**src/rtl/fetch_sequencer.sv**
```systemverilog
// fetch_sequencer: owns the program counter, fetches one word per cycle from a
// combinational instruction memory into a small in-order queue, and hands the
// queue head downstream over a valid/ready handshake. A zero word halts fetching;
// a redirect flushes the queue and reloads the PC from any state.
module fetch_sequencer #(
   parameter logic [31:0] RESET_PC = 32'h0040_0000,
   parameter int          QDEPTH   = 2
) (
   input  logic        clock,
   input  logic        reset,
   output logic [31:0] imem_addr,
   input  logic [31:0] imem_data,
   input  logic        redirect_valid,
   input  logic [31:0] redirect_pc,
   output logic        inst_valid,
   input  logic        inst_ready,
   output logic [31:0] inst_word,
   output logic [31:0] inst_pc,
   output logic        halted,
   output logic [31:0] fetch_count
);

   localparam int PTR_W = (QDEPTH > 1) ? $clog2(QDEPTH) : 1;
   localparam int CNT_W = PTR_W + 1;
   localparam logic [CNT_W-1:0] FULL_CNT = CNT_W'(QDEPTH);

   typedef enum logic [0:0] {
      S_FETCH = 1'b0,
      S_HALT  = 1'b1
   } state_e;

   state_e           state_q, state_d;
   logic [31:0]      pc_q, pc_d;
   logic [31:0]      fcnt_q, fcnt_d;
   logic [PTR_W-1:0] rd_ptr_q, rd_ptr_d;
   logic [PTR_W-1:0] wr_ptr_q, wr_ptr_d;
   logic [CNT_W-1:0] cnt_q, cnt_d;
   logic [31:0]      word_mem_q [QDEPTH];
   logic [31:0]      pc_mem_q   [QDEPTH];

   logic pop_s;
   logic full_s;
   logic fetch_s;
   logic enq_s;

   // Handshake and fetch qualification: a full queue may still fetch when its head leaves this cycle.
   always_comb begin
      pop_s   = (cnt_q != {CNT_W{1'b0}}) && inst_ready;
      full_s  = (cnt_q == FULL_CNT);
      fetch_s = (state_q == S_FETCH) && !redirect_valid && (!full_s || pop_s);
      enq_s   = fetch_s && (imem_data != 32'h0000_0000);
   end

   // Next-state logic: redirect wins over fetch/halt; the pop still completes but the queue is emptied.
   always_comb begin
      state_d  = state_q;
      pc_d     = pc_q;
      fcnt_d   = fcnt_q;
      rd_ptr_d = rd_ptr_q;
      wr_ptr_d = wr_ptr_q;
      cnt_d    = cnt_q;
      if (redirect_valid) begin
         state_d  = S_FETCH;
         pc_d     = redirect_pc & 32'hFFFF_FFFC;
         rd_ptr_d = {PTR_W{1'b0}};
         wr_ptr_d = {PTR_W{1'b0}};
         cnt_d    = {CNT_W{1'b0}};
      end else begin
         case (state_q)
            S_FETCH: begin
               if (fetch_s) begin
                  if (imem_data != 32'h0000_0000) begin
                     pc_d     = pc_q + 32'd4;
                     fcnt_d   = fcnt_q + 32'd1;
                     wr_ptr_d = wr_ptr_q + PTR_W'(1);
                  end else begin
                     state_d = S_HALT;
                  end
               end else begin
                  state_d = S_FETCH;
               end
            end
            S_HALT: begin
               state_d = S_HALT;
            end
            default: begin
               state_d = S_FETCH;
            end
         endcase
         if (pop_s) begin
            rd_ptr_d = rd_ptr_q + PTR_W'(1);
         end else begin
            rd_ptr_d = rd_ptr_q;
         end
         cnt_d = cnt_q + CNT_W'(enq_s) - CNT_W'(pop_s);
      end
   end

   // Control state registers with synchronous reset; reset discards the queue by zeroing the occupancy.
   always_ff @(posedge clock) begin
      if (reset) begin
         state_q  <= S_FETCH;
         pc_q     <= RESET_PC;
         fcnt_q   <= 32'h0000_0000;
         rd_ptr_q <= {PTR_W{1'b0}};
         wr_ptr_q <= {PTR_W{1'b0}};
         cnt_q    <= {CNT_W{1'b0}};
      end else begin
         state_q  <= state_d;
         pc_q     <= pc_d;
         fcnt_q   <= fcnt_d;
         rd_ptr_q <= rd_ptr_d;
         wr_ptr_q <= wr_ptr_d;
         cnt_q    <= cnt_d;
      end
   end

   // Queue storage: capture the fetched word together with its PC at the tail.
   always_ff @(posedge clock) begin
      if (enq_s && !reset) begin
         word_mem_q[wr_ptr_q] <= imem_data;
         pc_mem_q[wr_ptr_q]   <= pc_q;
      end else begin
         word_mem_q[wr_ptr_q] <= word_mem_q[wr_ptr_q];
         pc_mem_q[wr_ptr_q]   <= pc_mem_q[wr_ptr_q];
      end
   end

   // Output view of registered state; an empty queue shows zeros so stale entries never leak out.
   always_comb begin
      imem_addr   = pc_q;
      fetch_count = fcnt_q;
      halted      = (state_q == S_HALT);
      inst_valid  = (cnt_q != {CNT_W{1'b0}});
      if (inst_valid) begin
         inst_word = word_mem_q[rd_ptr_q];
         inst_pc   = pc_mem_q[rd_ptr_q];
      end else begin
         inst_word = 32'h0000_0000;
         inst_pc   = 32'h0000_0000;
      end
   end

endmodule

```
**config.mk**
```make
export PLATFORM = sky130hd
export DESIGN_NAME = fetch_sequencer
export DESIGN_NICKNAME = d
export VERILOG_FILES = /design/src/rtl/fetch_sequencer.sv
export SDC_FILE = /design/constraint.sdc
export NUM_CORES = 1
export LEC_CHECK = 0
export CORE_ASPECT_RATIO = 1.75
export CORE_MARGIN = 2
export CORE_UTILIZATION = 54
export DETAILED_ROUTE_END_ITERATION = 10
export PLACE_DENSITY = 0.86
export SYNTH_ARGS = -nofsm -noshare
export SYNTH_HDL_FRONTEND = slang
export SYNTH_SLANG_ARGS = --single-unit
```
**constraint.sdc**
```tcl
create_clock -name clock -period 11.4 [get_ports clock]
set_input_delay 3.42 -clock clock [delete_from_list [all_inputs] [get_ports clock]]
set_output_delay 3.42 -clock clock [all_outputs]
set_load 0.005 [all_outputs]
```
== After elaboration in Yosys (flattened, before gate mapping) ==
Memories as Yosys holds them, arrays and structs flattened. A register that Yosys moved wholly into a read port is not among the register bits.
Cells that the tools add are included.

* Add/sub/neg operators: 6
* Equal/unequal tests: 3
* Multiplexer cells: 18
* Bitwise operators: 4
* Reduce and logical (&&, ||, !) cells: 18

{| class="wikitable"
|+ Operators by type and width
! operator !! count
|-
| two-way mux 32 bit || 8
|-
| adder 32 x 1 -> 32 bit, second input constant || 1
|-
| adder 32 x 3 -> 32 bit, second input constant || 1
|-
| nonzero test 32 bit || 1
|-
| two-way mux 1 bit || 9
|-
| AND reduction 3 bit || 2
|-
| nonzero test 2 bit || 3
|-
| logical AND 1 bit || 5
|-
| AND reduction 4 bit || 1
|-
| logical NOT 1 bit || 3
|-
| adder 1 bit, second input constant || 2
|-
| adder 2 x 1 -> 2 bit || 1
|-
| == test 2 bit, second input constant || 1
|-
| != test 2 bit, second input constant || 1
|-
| inverter 1 bit || 2
|-
| bitwise OR 1 bit || 2
|-
| case mux 1 bit (2 select lines) || 1
|-
| AND reduction 2 bit || 1
|-
| OR reduction 2 bit || 1
|-
| subtractor 2 x 1 -> 2 bit || 1
|-
| logical OR 1 bit || 1
|-
| != test 0 bit || 1
|}

* Bits in registers: 69
* RAM bits: 128
* Output and inout port bits: 130
* Logic and storage cells: 58
* Memories: 2

{| class="wikitable"
|+ Memory list
! memory !! words !! width !! rd ports !! clocked after memory_dff !! wr ports !! RTL line !! RTL
|-
| pc_mem_q || 2 || 32 || 1 || 1 || 1 || 39 || <nowiki>logic [31:0] pc_mem_q [QDEPTH];</nowiki>
|-
| word_mem_q || 2 || 32 || 1 || 1 || 1 || 38 || <nowiki>logic [31:0] word_mem_q [QDEPTH];</nowiki>
|}

== Longest topological paths before layout ==
* Word-level depth: 9
* Gate-level depth with buffers: 13
* Mapped depth without buffers: 10

== Worst setup path after synthesis ==
Ideal clock, no wire load.

* Kind: in2reg
* Start: input redirect_valid
* End: memory pc_mem_q[0][10], enable pin
* Library setup time: 0.482 ns
* Data arrival time: 6.739 ns
* Required time: 10.918 ns
* Setup slack: 4.178 ns
* Stages on the path: 6
* Path buffers: 1
* Cells stage by stage: or2_1 nor2_2 o21a_1 buf_6 nand2b_1 nor2_1

* Word-level cells in the longest chain between the ends: 8
* Elaborated cells on any way between the ends: 10

{| class="wikitable"
|+ RTL lines
! what !! RTL line !! RTL
|-
| from (decl) || 13 || <nowiki>input logic redirect_valid,</nowiki>
|-
| logical NOT 1 bit (*) || 50 || <nowiki>fetch_s = (state_q == S_FETCH) && !redirect_valid && (!full_s || pop_s);</nowiki>
|-
| logical AND 1 bit (*) (2 in series) || 50 ||
|-
| logical AND 1 bit (*) || 51 || <nowiki>enq_s = fetch_s && (imem_data != 32'h0000_0000);</nowiki>
|-
| logical AND 1 bit (*) || 120 || <nowiki>if (enq_s && !reset) begin</nowiki>
|-
| two-way mux 1 bit (on tied branches) || 120, 125 ||
|-
| two-way mux 1 bit (implied by the code) or AND reduction 2 bit (tied branches) || n/a ||
|-
| bitwise OR 1 bit (no line) (*) || n/a ||
|-
| to (decl) || 39 ||
|}

Every way passes the cells marked *; elsewhere a longest branch is shown, timed or not.

== Worst setup path in the final report ==
* Start: input imem_data[29]
* End: register cnt_q[1]

* Word-level cells in the longest chain between the ends: 4

{| class="wikitable"
|+ RTL lines
! what !! RTL line !! RTL
|-
| from (decl) || 12 || <nowiki>input logic [31:0] imem_data,</nowiki>
|-
| nonzero test 32 bit || 51 ||
|-
| logical AND 1 bit || 51 ||
|-
| adder 2 x 1 -> 2 bit || 95 || <nowiki>cnt_d = cnt_q + CNT_W'(enq_s) - CNT_W'(pop_s);</nowiki>
|-
| subtractor 2 x 1 -> 2 bit || 95 ||
|-
| to (signal assigned) || 107 || <nowiki>cnt_q <= {CNT_W{1'b0}};</nowiki>
|-
| to (signal assigned) || 114 || <nowiki>cnt_q <= cnt_d;</nowiki>
|-
| to (decl) || 37 || <nowiki>logic [CNT_W-1:0] cnt_q, cnt_d;</nowiki>
|}

No other way between the ends.
A chain may end at the register's enable or synchronous reset.

==> run_summary.xml <==
<?xml version="1.0" encoding="UTF-8"?>
<metrics>
  <group name="run_status">
    <metric name="run_status" unit="">completed</metric>
  </group>
  <group name="sta">
    <metric name="timing.final.hold_violations" unit="">0</metric>
    <metric name="fin_worst_skew" unit="ps">12.0</metric>
    <metric name="number_of_max_slew_violations_in_the_final_report" unit="">0</metric>
    <metric name="final.period_utilization" unit="%">57.7</metric>
    <metric name="setup_viol" unit="">0</metric>
    <metric name="tightest_pin_transition" unit="ps">1190</metric>
    <metric name="final.setup.worst_slack" unit="ps">4820</metric>
    <metric name="unrepaired_setup_endpoints_after_global_routing" unit="">no</metric>
    <metric name="setup-tns-final" unit="ps">0</metric>
    <metric name="timing.slew.headroom" unit="%">19.8</metric>
    <metric name="timing.final.crit_period" unit="ps">6580</metric>
    <metric name="max_freq" unit="GHz">0.152</metric>
  </group>
  <group name="clocking">
    <metric name="post_cts_hold_buffer_count" unit="">0</metric>
    <metric name="cts_sinks" unit="">192</metric>
    <metric name="worst_skew_pair.late_latency" unit="ps">440</metric>
    <metric name="cts.reportedPaths.clkPinSlew" unit="ps">70</metric>
    <metric name="cts.htree.levels" unit="">4</metric>
    <metric name="cts_tree" unit="">built</metric>
    <metric name="cts_made_buffers" unit="">17</metric>
    <metric name="postCtsSetupBuffers" unit="">0</metric>
    <metric name="post_cts_resize_count" unit="">0</metric>
    <metric name="cts.root.buffer_cell" unit="">sky130_fd_sc_hd__clkbuf_16</metric>
    <metric name="cts_buffer_depth" unit="">2</metric>
  </group>
  <group name="floorplanning">
    <metric name="start_util" unit="%">54.4</metric>
    <metric name="rows" unit="">60</metric>
    <metric name="die_height" unit="um">168</metric>
    <metric name="fp.dieArea" unit="mm2">0.0164</metric>
    <metric name="placeable_core_area" unit="mm2">0.0152</metric>
    <metric name="num_io_pins" unit="">198</metric>
    <metric name="floorplan.die.width" unit="um">97.7</metric>
  </group>
  <group name="routing">
    <metric name="wl" unit="mm">21.2</metric>
    <metric name="wl_per_cell" unit="um">19.6</metric>
    <metric name="postRouteAntennaNets" unit="">0</metric>
    <metric name="routed_via_density" unit="">6.01</metric>
    <metric name="drt_iter0_markers" unit="">449</metric>
    <metric name="drcViolationCount" unit="">0</metric>
    <metric name="vias" unit="">6517</metric>
    <metric name="detail_route.first_pass.iterations" unit="">4</metric>
  </group>
  <group name="synth">
    <metric name="yosys_warnings" unit="">0</metric>
    <metric name="yosys.area_share.simple" unit="%">16.0</metric>
    <metric name="synth_xor_xnor_area_share" unit="%">1.48</metric>
    <metric name="synth_seq_cells" unit="">192</metric>
    <metric name="yosysSeqAreaShare" unit="%">61.3</metric>
    <metric name="synth.distinct_cells" unit="">57</metric>
    <metric name="synth_flop_cell" unit="">sky130_fd_sc_hd__edfxtp_1</metric>
    <metric name="synthesized_area_fraction_occupied_by_ao_oa_aoi_and_oai_cells" unit="%">9.53</metric>
    <metric name="synth_top_family_by_area" unit="">simple AND/OR/NAND/NOR gates</metric>
    <metric name="ys_top_cells_by_area" unit="">sky130_fd_sc_hd__edfxtp_1 (45%), sky130_fd_sc_hd__dfxtp_1 (16%), sky130_fd_sc_hd__mux2i_1 (7.5%)</metric>
    <metric name="netlist.area_leader.share" unit="%">44.9</metric>
    <metric name="synth_most_common_cell" unit="">sky130_fd_sc_hd__edfxtp_1</metric>
    <metric name="post_synthesis_adder_cell_area_fraction" unit="%">0.603</metric>
    <metric name="post_synth_edffs" unit="">124</metric>
    <metric name="synth_top_cells_by_count" unit="">sky130_fd_sc_hd__edfxtp_1 (124), sky130_fd_sc_hd__nor2_1 (89), sky130_fd_sc_hd__dfxtp_1 (68), sky130_fd_sc_hd__mux2i_1 (62), sky130_fd_sc_hd__nand2_1 (45)</metric>
    <metric name="cell_accounting_for_the_most_synthesized_area" unit="">sky130_fd_sc_hd__edfxtp_1</metric>
    <metric name="syn-mean-instance-area" unit="um2">11.7</metric>
    <metric name="synthArstFlopShare" unit="%">0</metric>
    <metric name="synthesis.instances" unit="">708</metric>
    <metric name="mappedNetlistArea" unit="mm2">0.00830</metric>
    <metric name="synth.area.mux_share" unit="%">7.75</metric>
  </group>
  <group name="global_routing">
    <metric name="largest_net_degree_at_the_start_of_global_routing" unit="">70</metric>
    <metric name="first_global_vias" unit="">6405</metric>
    <metric name="antenna_violations_before_repair" unit="">1</metric>
    <metric name="grtUsageTotal" unit="%">25.4</metric>
    <metric name="grt_first_pass_wirelength" unit="mm">32.9</metric>
    <metric name="grt-ovfl-total" unit="">0</metric>
  </group>
  <group name="worst_setup_path">
    <metric name="timing.critical_path.arrival" unit="ps">6870</metric>
    <metric name="timing.critical_path.to_type" unit="">flip-flop</metric>
    <metric name="critical_path.max_fanout" unit="">34</metric>
    <metric name="critical_path.startpoint_type" unit="">primary input</metric>
    <metric name="timing_worst_setup_path_type" unit="">primary input to flip-flop</metric>
    <metric name="critical_path_required" unit="ps">11690</metric>
  </group>
  <group name="power_and_ir_drop">
    <metric name="ir_drop" unit="V">0.000116</metric>
    <metric name="p_per_area" unit="mW/mm2">139</metric>
    <metric name="power_leakage" unit="nW">3.45</metric>
  </group>
  <group name="placed_design">
    <metric name="numPortBuffers" unit="">191</metric>
    <metric name="place_hpwl" unit="mm">14.0</metric>
    <metric name="final_wtd_congestion" unit="">0.792</metric>
    <metric name="detailedPlace.worstSlack" unit="ps">4390</metric>
  </group>
  <group name="job">
    <metric name="max_cap_violations" unit="">0</metric>
  </group>
  <group name="layout">
    <metric name="synthToLayoutAreaGrowth" unit="%">31.8</metric>
    <metric name="nets" unit="">957</metric>
    <metric name="layout-drive-gt1-share" unit="%">6.46</metric>
  </group>
  <group name="hold_path">
    <metric name="worst_hold_path_type" unit="">flip-flop to flip-flop</metric>
  </group>
</metrics>
[power breakdown]
part           switching, mW  leakage, nW  internal (mW)
Sequential            0.0214         1.70          0.764
Clock                  0.301        0.295          0.300
Combinational         0.0625         1.45         0.0732
Total                  0.385         3.45           1.14
[cells in the final DEF, fill, tap and decap left out, types with 3 or more instances in the layout]
cell	n
sky130_fd_sc_hd__nand4_1	16
sky130_fd_sc_hd__nand3_1	17
sky130_fd_sc_hd__edfxtp_1	124
sky130_fd_sc_hd__clkbuf_16	17
sky130_fd_sc_hd__nor3_1	6
sky130_fd_sc_hd__o21ai_0	13
sky130_fd_sc_hd__clkinv_8	6
sky130_fd_sc_hd__or3_1	26
sky130_fd_sc_hd__and4_1	3
sky130_fd_sc_hd__conb_1	4
sky130_fd_sc_hd__clkdlybuf4s50_1	190
sky130_fd_sc_hd__nor2_1	86
sky130_fd_sc_hd__dfxtp_1	67
sky130_fd_sc_hd__buf_4	6
sky130_fd_sc_hd__a31oi_1	21
sky130_fd_sc_hd__or4_1	16
sky130_fd_sc_hd__nand2b_1	3
sky130_fd_sc_hd__nor4_1	8
sky130_fd_sc_hd__nor2b_1	3
sky130_fd_sc_hd__nor2_4	4
sky130_fd_sc_hd__xor2_1	6
sky130_fd_sc_hd__o31ai_1	10
sky130_fd_sc_hd__mux2i_1	62
sky130_fd_sc_hd__and2_1	8
sky130_fd_sc_hd__nand2_1	45
sky130_fd_sc_hd__inv_1	15
sky130_fd_sc_hd__o211ai_1	16
sky130_fd_sc_hd__inv_6	5
sky130_fd_sc_hd__and3_1	4
sky130_fd_sc_hd__a21oi_1	25
sky130_fd_sc_hd__o2111ai_1	7
sky130_fd_sc_hd__a311oi_1	3
sky130_fd_sc_hd__o311ai_0	11
sky130_fd_sc_hd__xnor2_1	8
sky130_fd_sc_hd__ha_1	4
[final timing paths]
check | startpoint | end | slack (ps) | cells past startpoint
max | imem_data[29] | cnt_q[1] | 4820 | 11
min | fetch_count[1] | fetch_count[1] | 500 | 2
max reg2reg | halted | word_mem_q[0][11] | 8270 | 6
min reg2reg | fetch_count[1] | fetch_count[1] | 500 | 2
[state kept, by name (all words and copies together) (netlist names), named ones only]
name / flops
word_mem_q: 64
pc_mem_q: 60
fetch_count: 32
imem_addr: 30
cnt_q: 2
halted: 1
rd_ptr_q: 1
wr_ptr_q: 1
[kinds of logic after synthesis]
| group | Yosys count |
|---|---|
| AO/OA/AOI/OAI | 116 |
| adder cells (fa/ha/maj) | 4 |
| buffers and inverters | 59 |
| AND/OR/NAND/NOR | 258 |
| flip-flops | 192 |
| other | 1 |
| XOR/XNOR | 14 |
| multiplexers | 64 |
[metrics by stage]
stage | instances | hold slack, ps | cell area [um2] | total power, mW | utilization [%]
after global placement | 1052 | 471 | 10300 | 0.930 | 67.7
after detailed placement | 1052 | 478 | 10300 | 0.936 | 67.7
after floorplan | 711 | 468 | 8310 | 0.851 | -
after CTS | 1084 | 495 | 10900 | 1.53 | 71.7
after global routing | 1085 | 521 | 10900 | 1.57 | 71.7
final | 1085 | 496 | 10900 | 1.52 | 71.7
[area by class of cell]
type,count,area [um2]
flip-flops and latches,192,5090
inverters,17,68.8
clock buffers,17,425
diodes,1,2.50
well taps,186,233
repair buffers,197,1950
multi-input cells,460,2980
clock inverters,15,189
fillers,1057,4310
[metal layers]
metal / GRT usage (%) / wire, um
met1: 28.3 / 7860
met2: 46.3 / 11500
met3: 4.90 / 1180
met4: 11.8 / 670
met5: 0 / 0
[critical path, cell delays in order]
cell and delay [ps]:
sky130_fd_sc_hd__clkdlybuf4s50_1 460, sky130_fd_sc_hd__nor4_1 460, sky130_fd_sc_hd__nand4_1 750, sky130_fd_sc_hd__o21a_1 600, sky130_fd_sc_hd__inv_6 300, sky130_fd_sc_hd__ha_1 280, sky130_fd_sc_hd__inv_1 60, sky130_fd_sc_hd__ha_1 140
sky130_fd_sc_hd__xor2_1 180, sky130_fd_sc_hd__xnor2_1 140, sky130_fd_sc_hd__nor3_1 60
Power figures use the tool's default switching activity.
